`src/rtl/debounce_pulse.sv`:
```
// Two-flop synchroniser plus a four-state qualification FSM that debounces a
// mechanical input into a clean level with single-cycle rise/fall strobes.
module debounce_pulse #(
   parameter int unsigned STABLE_CYCLES = 4,
   parameter int unsigned CNT_W         = 16
) (
   input  logic Clk,
   input  logic Rst,
   input  logic BtnIn,
   input  logic Tick,
   output logic Q,
   output logic Rise,
   output logic Fall,
   output logic Busy
);

   localparam logic [1:0] IDLE_LOW  = 2'd0;
   localparam logic [1:0] WAIT_HIGH = 2'd1;
   localparam logic [1:0] IDLE_HIGH = 2'd2;
   localparam logic [1:0] WAIT_LOW  = 2'd3;

   localparam logic [CNT_W-1:0] CNT_ONE  = CNT_W'(1);
   localparam logic [CNT_W-1:0] CNT_LAST = CNT_W'(STABLE_CYCLES - 1);

   logic             sync1_q, sync2_q;
   logic [1:0]       state_q, state_d;
   logic [CNT_W-1:0] cnt_q, cnt_d;
   logic             q_q, q_d;
   logic             rise_q, rise_d;
   logic             fall_q, fall_d;

   // Strobes default low, so a Tick=0 edge always clears them.
   always_comb begin
      state_d = state_q;
      cnt_d   = cnt_q;
      q_d     = q_q;
      rise_d  = 1'b0;
      fall_d  = 1'b0;
      if (Tick) begin
         case (state_q)
            IDLE_LOW: begin
               if (sync2_q) begin
                  state_d = WAIT_HIGH;
                  cnt_d   = CNT_ONE;
               end
            end
            WAIT_HIGH: begin
               if (!sync2_q) begin
                  state_d = IDLE_LOW;
                  cnt_d   = '0;
               end else if (cnt_q == CNT_LAST) begin
                  state_d = IDLE_HIGH;
                  q_d     = 1'b1;
                  rise_d  = 1'b1;
                  cnt_d   = '0;
               end else begin
                  cnt_d = cnt_q + CNT_ONE;
               end
            end
            IDLE_HIGH: begin
               if (!sync2_q) begin
                  state_d = WAIT_LOW;
                  cnt_d   = CNT_ONE;
               end
            end
            WAIT_LOW: begin
               if (sync2_q) begin
                  state_d = IDLE_HIGH;
                  cnt_d   = '0;
               end else if (cnt_q == CNT_LAST) begin
                  state_d = IDLE_LOW;
                  q_d     = 1'b0;
                  fall_d  = 1'b1;
                  cnt_d   = '0;
               end else begin
                  cnt_d = cnt_q + CNT_ONE;
               end
            end
            default: begin
               state_d = IDLE_LOW;
               cnt_d   = '0;
            end
         endcase
      end
   end

   always_ff @(posedge Clk) begin
      if (Rst) begin
         sync1_q <= 1'b0;
         sync2_q <= 1'b0;
         state_q <= IDLE_LOW;
         cnt_q   <= '0;
         q_q     <= 1'b0;
         rise_q  <= 1'b0;
         fall_q  <= 1'b0;
      end else begin
         sync1_q <= BtnIn;
         sync2_q <= sync1_q;
         state_q <= state_d;
         cnt_q   <= cnt_d;
         q_q     <= q_d;
         rise_q  <= rise_d;
         fall_q  <= fall_d;
      end
   end

   assign Q    = q_q;
   assign Rise = rise_q;
   assign Fall = fall_q;
   assign Busy = (state_q == WAIT_HIGH) || (state_q == WAIT_LOW);

endmodule

```
`config.mk`:
```
export PLATFORM = sky130hd
export DESIGN_NAME = debounce_pulse
export DESIGN_NICKNAME = d
export VERILOG_FILES = /design/src/rtl/debounce_pulse.sv
export SDC_FILE = /design/constraint.sdc
export NUM_CORES = 1
export LEC_CHECK = 0
export BUFFER_PORTS_ARGS = -buffer_cell sky130_fd_sc_hd__buf_4
export CAP_MARGIN = 20
export CORE_MARGIN = 5
export CORE_UTILIZATION = 63
export DETAILED_ROUTE_END_ITERATION = 8
export HOLD_SLACK_MARGIN = 0.15
export PLACE_DENSITY = 0.84
export SYNTH_ARGS = -nofsm -noshare
export SYNTH_HDL_FRONTEND = slang
export SYNTH_SLANG_ARGS = --single-unit
```
`constraint.sdc`:
```
create_clock -name Clk -period 4.85 [get_ports Clk]
set_clock_uncertainty 0.1 [all_clocks]
set_input_delay 0.485 -clock Clk [delete_from_list [all_inputs] [get_ports Clk]]
set_output_delay 0.485 -clock Clk [all_outputs]
set_load 0.01 [all_outputs]
```
Word-level counts from Yosys, hierarchy flattened
Cells that the tools add are included.
Storage, ports and cells
  register bits after elaboration: 23
  bits of input ports: 4
  word-level logic and storage cells: 51
Operators by class
  $add $sub $neg: 1
  eq/ne operators: 12
  multiplexer cells: 19
  bitwise logic cells: 4
  reductions and logical operators: 8
Operators by type and width (number)
  $mux W16: 5
  $pmux W16 S4: 1
  $add A16 B1 Y16 const B: 1
  $eq A16 B2 Y1 const B: 1
  $mux W2: 6
  $ne A2 B2 Y1 const B: 6
  $pmux W2 S4: 1
  $reduce_or A4 Y1: 2
  $ne A3 B3 Y1 const B: 2
  $reduce_and A6 Y1: 1
  $mux W1: 5
  $reduce_and A5 Y1: 1
  $eq A2 B2 Y1 const B: 2
  $not A1 Y1: 4
  $reduce_and A3 Y1: 1
  $eq A2 B1 Y1 const B: 1
  $logic_not A2 Y1: 1
  $pmux W1 S2: 1
  $reduce_bool A2 Y1: 1
  $logic_or A1 B1 Y1: 1

Logic depth before layout (Yosys ltp)
  word-level depth: 4
  depth in mapped cells: 6

Worst setup path before layout
Ideal clock, no wire load.
  path type: reg2reg
  from: register cnt_q[1]
  to: register cnt_q[10]
  setup time: 95 ps
  arrival time: 1518 ps
  data required time: 4655 ps
  path slack: 3137 ps
  cell stages (with the launch flop): 6
  buffers on the path: 0
  cell sequence: dfxtp_1 > ha_1 > and3_1 > nand2_1 > or4b_1 > a221oi_1
On the way
  longest elaborated chain between the ends: 4
  elaborated cells on any way between the ends: 6
Ends and longest elaborated chain
  start: declaration: line 27  | logic [CNT_W-1:0] cnt_q, cnt_d;
  start signal: assignment: line 100  | cnt_q <= cnt_d;
  $add A16 B1 Y16 or $eq A16 B2 Y1 (tied branches)
  $mux W16 *: line 51, 70
  $mux W16, on equally long branches: line 67, 48
  $pmux W16 S4 *: line 40  | case (state_q)
Mark *: on every way between the ends. The rest lies on a longest branch, timed or not.
A chain may end at the register's enable or synchronous reset.

Final worst setup path
  from: register cnt_q[1]
  to: register q_q, in the netlist Q
On the way
  longest elaborated chain between the ends: 3
  elaborated cells on any way between the ends: 4
Ends and longest elaborated chain
  $eq A16 B2 Y1 *: line 51, 70
  $ne A2 B2 Y1 (no line)
  $reduce_and A6 Y1 (no line) *
  end signal: assignment: line 101  | q_q <= q_d;
  end: declaration: line 28  | logic q_q, q_d;
Marks and branches as above.

==> results.yml <==
clocking:
  hold_buffers: 0
  cts.htree.levels: 1
  cts-root-buf: "clkbuf_4"
  cts_tree: "done"
  clk_latency_ns: 0.31
  cts_sinks: 23
  clock_path_buffers: 2
  ctsResizeCount: 0
  clk_pin_slew_ns: 0.11
  cts_setup_buffers: 0
  cts_made_buffers: 3
worst_setup_path:
  cp_max_fo: 21
  cpPeakStageDelay_ns: 0.75
  slowest_stage: "nand4_1"
  crit_type: "reg -> reg"
  crit_buf_inv: 0
  cp.arrival_ns: 2.59
  path_cells: "ha_1, nor4b_1, nand4_1, o32ai_1, nor3b_1"
  crit_family: "simple AND/OR/NAND/NOR gates"
  worstPathRequired_ns: 4.95
  endpoint_kind: "flop"
  start_kind: "flop"
global_route:
  antenna_found_initial: 0
  grt_pass1_wl_um: 5070
  grt_pass1_vias: 1075
  grt_usage_pct: 20.0
  grt_max_degree: 32
  grt_overflow_total: 0
timing:
  min_period_ns: 2.49
  worst_pin_slew_ns: 0.891
  maxSlewViolCount: 0
  finalSetupTns_ns: 0
  setup_violations: 0
  grt_setup_unrepaired: "no"
  fin_crit_sh_pct: 51.3
  finalHoldViolCount: 0
  clock.fmax_mhz: 402
  max-slew-margin-rel_pct: 40.4
placement:
  hpwl_um: 2070
  placed_cell_area_um2: 1320
  gp_congestion: 0.923
  portBuffers: 7
power:
  intPower_uw: 230
  leakage_uw: 0.000412
  power_frac_clock_pct: 28.7
  ir_worst_vdd_v: 0.000170
  power_uw: 300
  pwr-share-seq_pct: 64.6
  power-per-cell-area_nw_per_um2: 223
  switching_share_pct: 23.3
  combPwrFrac_pct: 6.8
  power.switching_uw: 70.1
floorplan:
  fp.dieW_um: 55.5
  die-height_um: 55.5
  ios: 8
  start_util_pct: 66.4
  core_area_um2: 1960
  std_cell_rows: 16
  die_area_um2: 3080
cells_and_area:
  area_delta_synth_final_pct: 3.27
  design_area_um2: 1350
  fillers: 185
  fin_util_pct: 68.6
  num_antenna_cells: 0
  multi_input_area_um2: 757
  regArea_um2: 460
  drive_gt1_share_pct: 9.03
  fin_nets: 161
job:
  cap_violations: 0
logic_synthesis:
  async_reset_ff_share_pct: 0
  synthCells: 158
  synthFlopType: "dfxtp_1"
  synth_top_cells_by_area: "dfxtp_1 (35%), nand4_1 (6.2%), or2b_1 (3.5%)"
  ys_ff_latch: 23
  syn-cell-area_um2: 1300
  synth_top_area_share_pct: 35.4
  syn_avg_cell_area_um2: 8.24
  synthDistinctLibCells: 46
  synth_top_cell_by_area: "dfxtp_1"
  seq_area_frac_synth_pct: 35.4
  synth_nets: 163
  synth_edf_count: 0
  yosysWarnings: 0
detailed_routing:
  routedWlPerCell_um: 16.3
  dr.pass1.iters: 4
  viasPerCell: 6.50
  ant_nets: 0
  first_iter_violations: 60
  drcViolationCount: 0
  vias: 1183
  finalWirelength_um: 2970
outcome:
  status: "finished, final reports clean"
min_path:
  hold_path.class: "in -> reg"
-- state kept, by name, indices dropped and copies added (netlist names), named ones only --
register	cells
sync2_q	1
Fall	1
cnt_q	16
Rise	1
state_q	1
Q	1
sync1_q	1
-- power by group through the flow --
stage	Clock (µW)	Combinational, µW	Sequential, µW
2_1_floorplan	0	15.9	196
3_3_place_gp	0	19.5	198
3_5_place_dp	0	20.0	198
4_1_cts	88.1	20.1	194
5_1_grt	99.8	22.3	195
6_report	86.1	20.4	194
-- stage by stage --
stage                     hold slack (ns)  setup WS [ns]  instances
after detailed placement            0.332           2.44        178
after global placement              0.331           2.52        178
after floorplan                     0.314           3.14        158
after global routing                0.270           2.09        182
final                               0.278           2.36        182
after CTS                           0.276           2.44        182
-- layout make-up --
cell class              instances  area share [%]
flip-flops and latches         23            34.2
inverters                       4            1.12
repair buffers                  7            3.91
clock buffers                   4            1.95
well taps                      27            2.51
multi-input cells             117            56.3
-- cell usage after synthesis, drive strengths merged (5+ instances only) --
cell    count
nor3        5
nand2      12
nand3       8
clkbuf      7
a31oi       7
dfxtp      23
nand4      13
and3        6
or2b        6
nor2        7
buf         7
-- kinds of logic (layout without fill, tap and decap cells) --
family | count (synthesis) | after routing | synth area share, %
simple gates | 83 | 83 | 37.4
compound gates | 31 | 31 | 17.8
flops | 23 | 23 | 35.4
buf+inv | 18 | 15 | 6.53
fa+ha+maj | 1 | 1 | 0.960
xor+xnor | 1 | 1 | 1.25
mux | 1 | 1 | 0.769
-- worst paths after layout --
kind / start / endpoint / slack, ns / depth (start not counted)
min: BtnIn / sync1_q / 0.28 / 2
min reg2reg: sync1_q / sync2_q / 0.36 / 1
max reg2reg: cnt_q[1] / Q / 2.36 / 5
max: cnt_q[1] / Q / 2.36 / 5
-- layout by cell type (no fill, tap or decap), types with 3 or more instances in the layout --
cell      Yosys  layout
dfxtp_1      23      23
nand4_1      13      13
nand2_1      11      11
nand3_1       8       8
nor2_1        7       7
a31oi_1       7       7
buf_4         3       7
and3_1        6       6
or2b_1        6       6
nor3_1        5       5
nor4_1        4       4
inv_1         4       4
a21oi_1       4       4
nor2b_1       4       4
nand2b_1      3       3
a211oi_1      3       3
or3_1         3       3
clkbuf_4      0       3
-- metal layers --
| layer | wire length [µm] | track usage [%] | vias to the layer above | part of all wire (%) |
|---|---|---|---|---|
| li1 | - | - | 597 | - |
| met5 | 0 | 0 | - | 0 |
| met3 | 163 | 5.13 | 7 | 5.5 |
| met1 | 1370 | 27.2 | 543 | 46 |
| met4 | 37 | 6.25 | 0 | 1.2 |
| met2 | 1400 | 30.7 | 36 | 47 |
(Power assumes the default switching activity.)
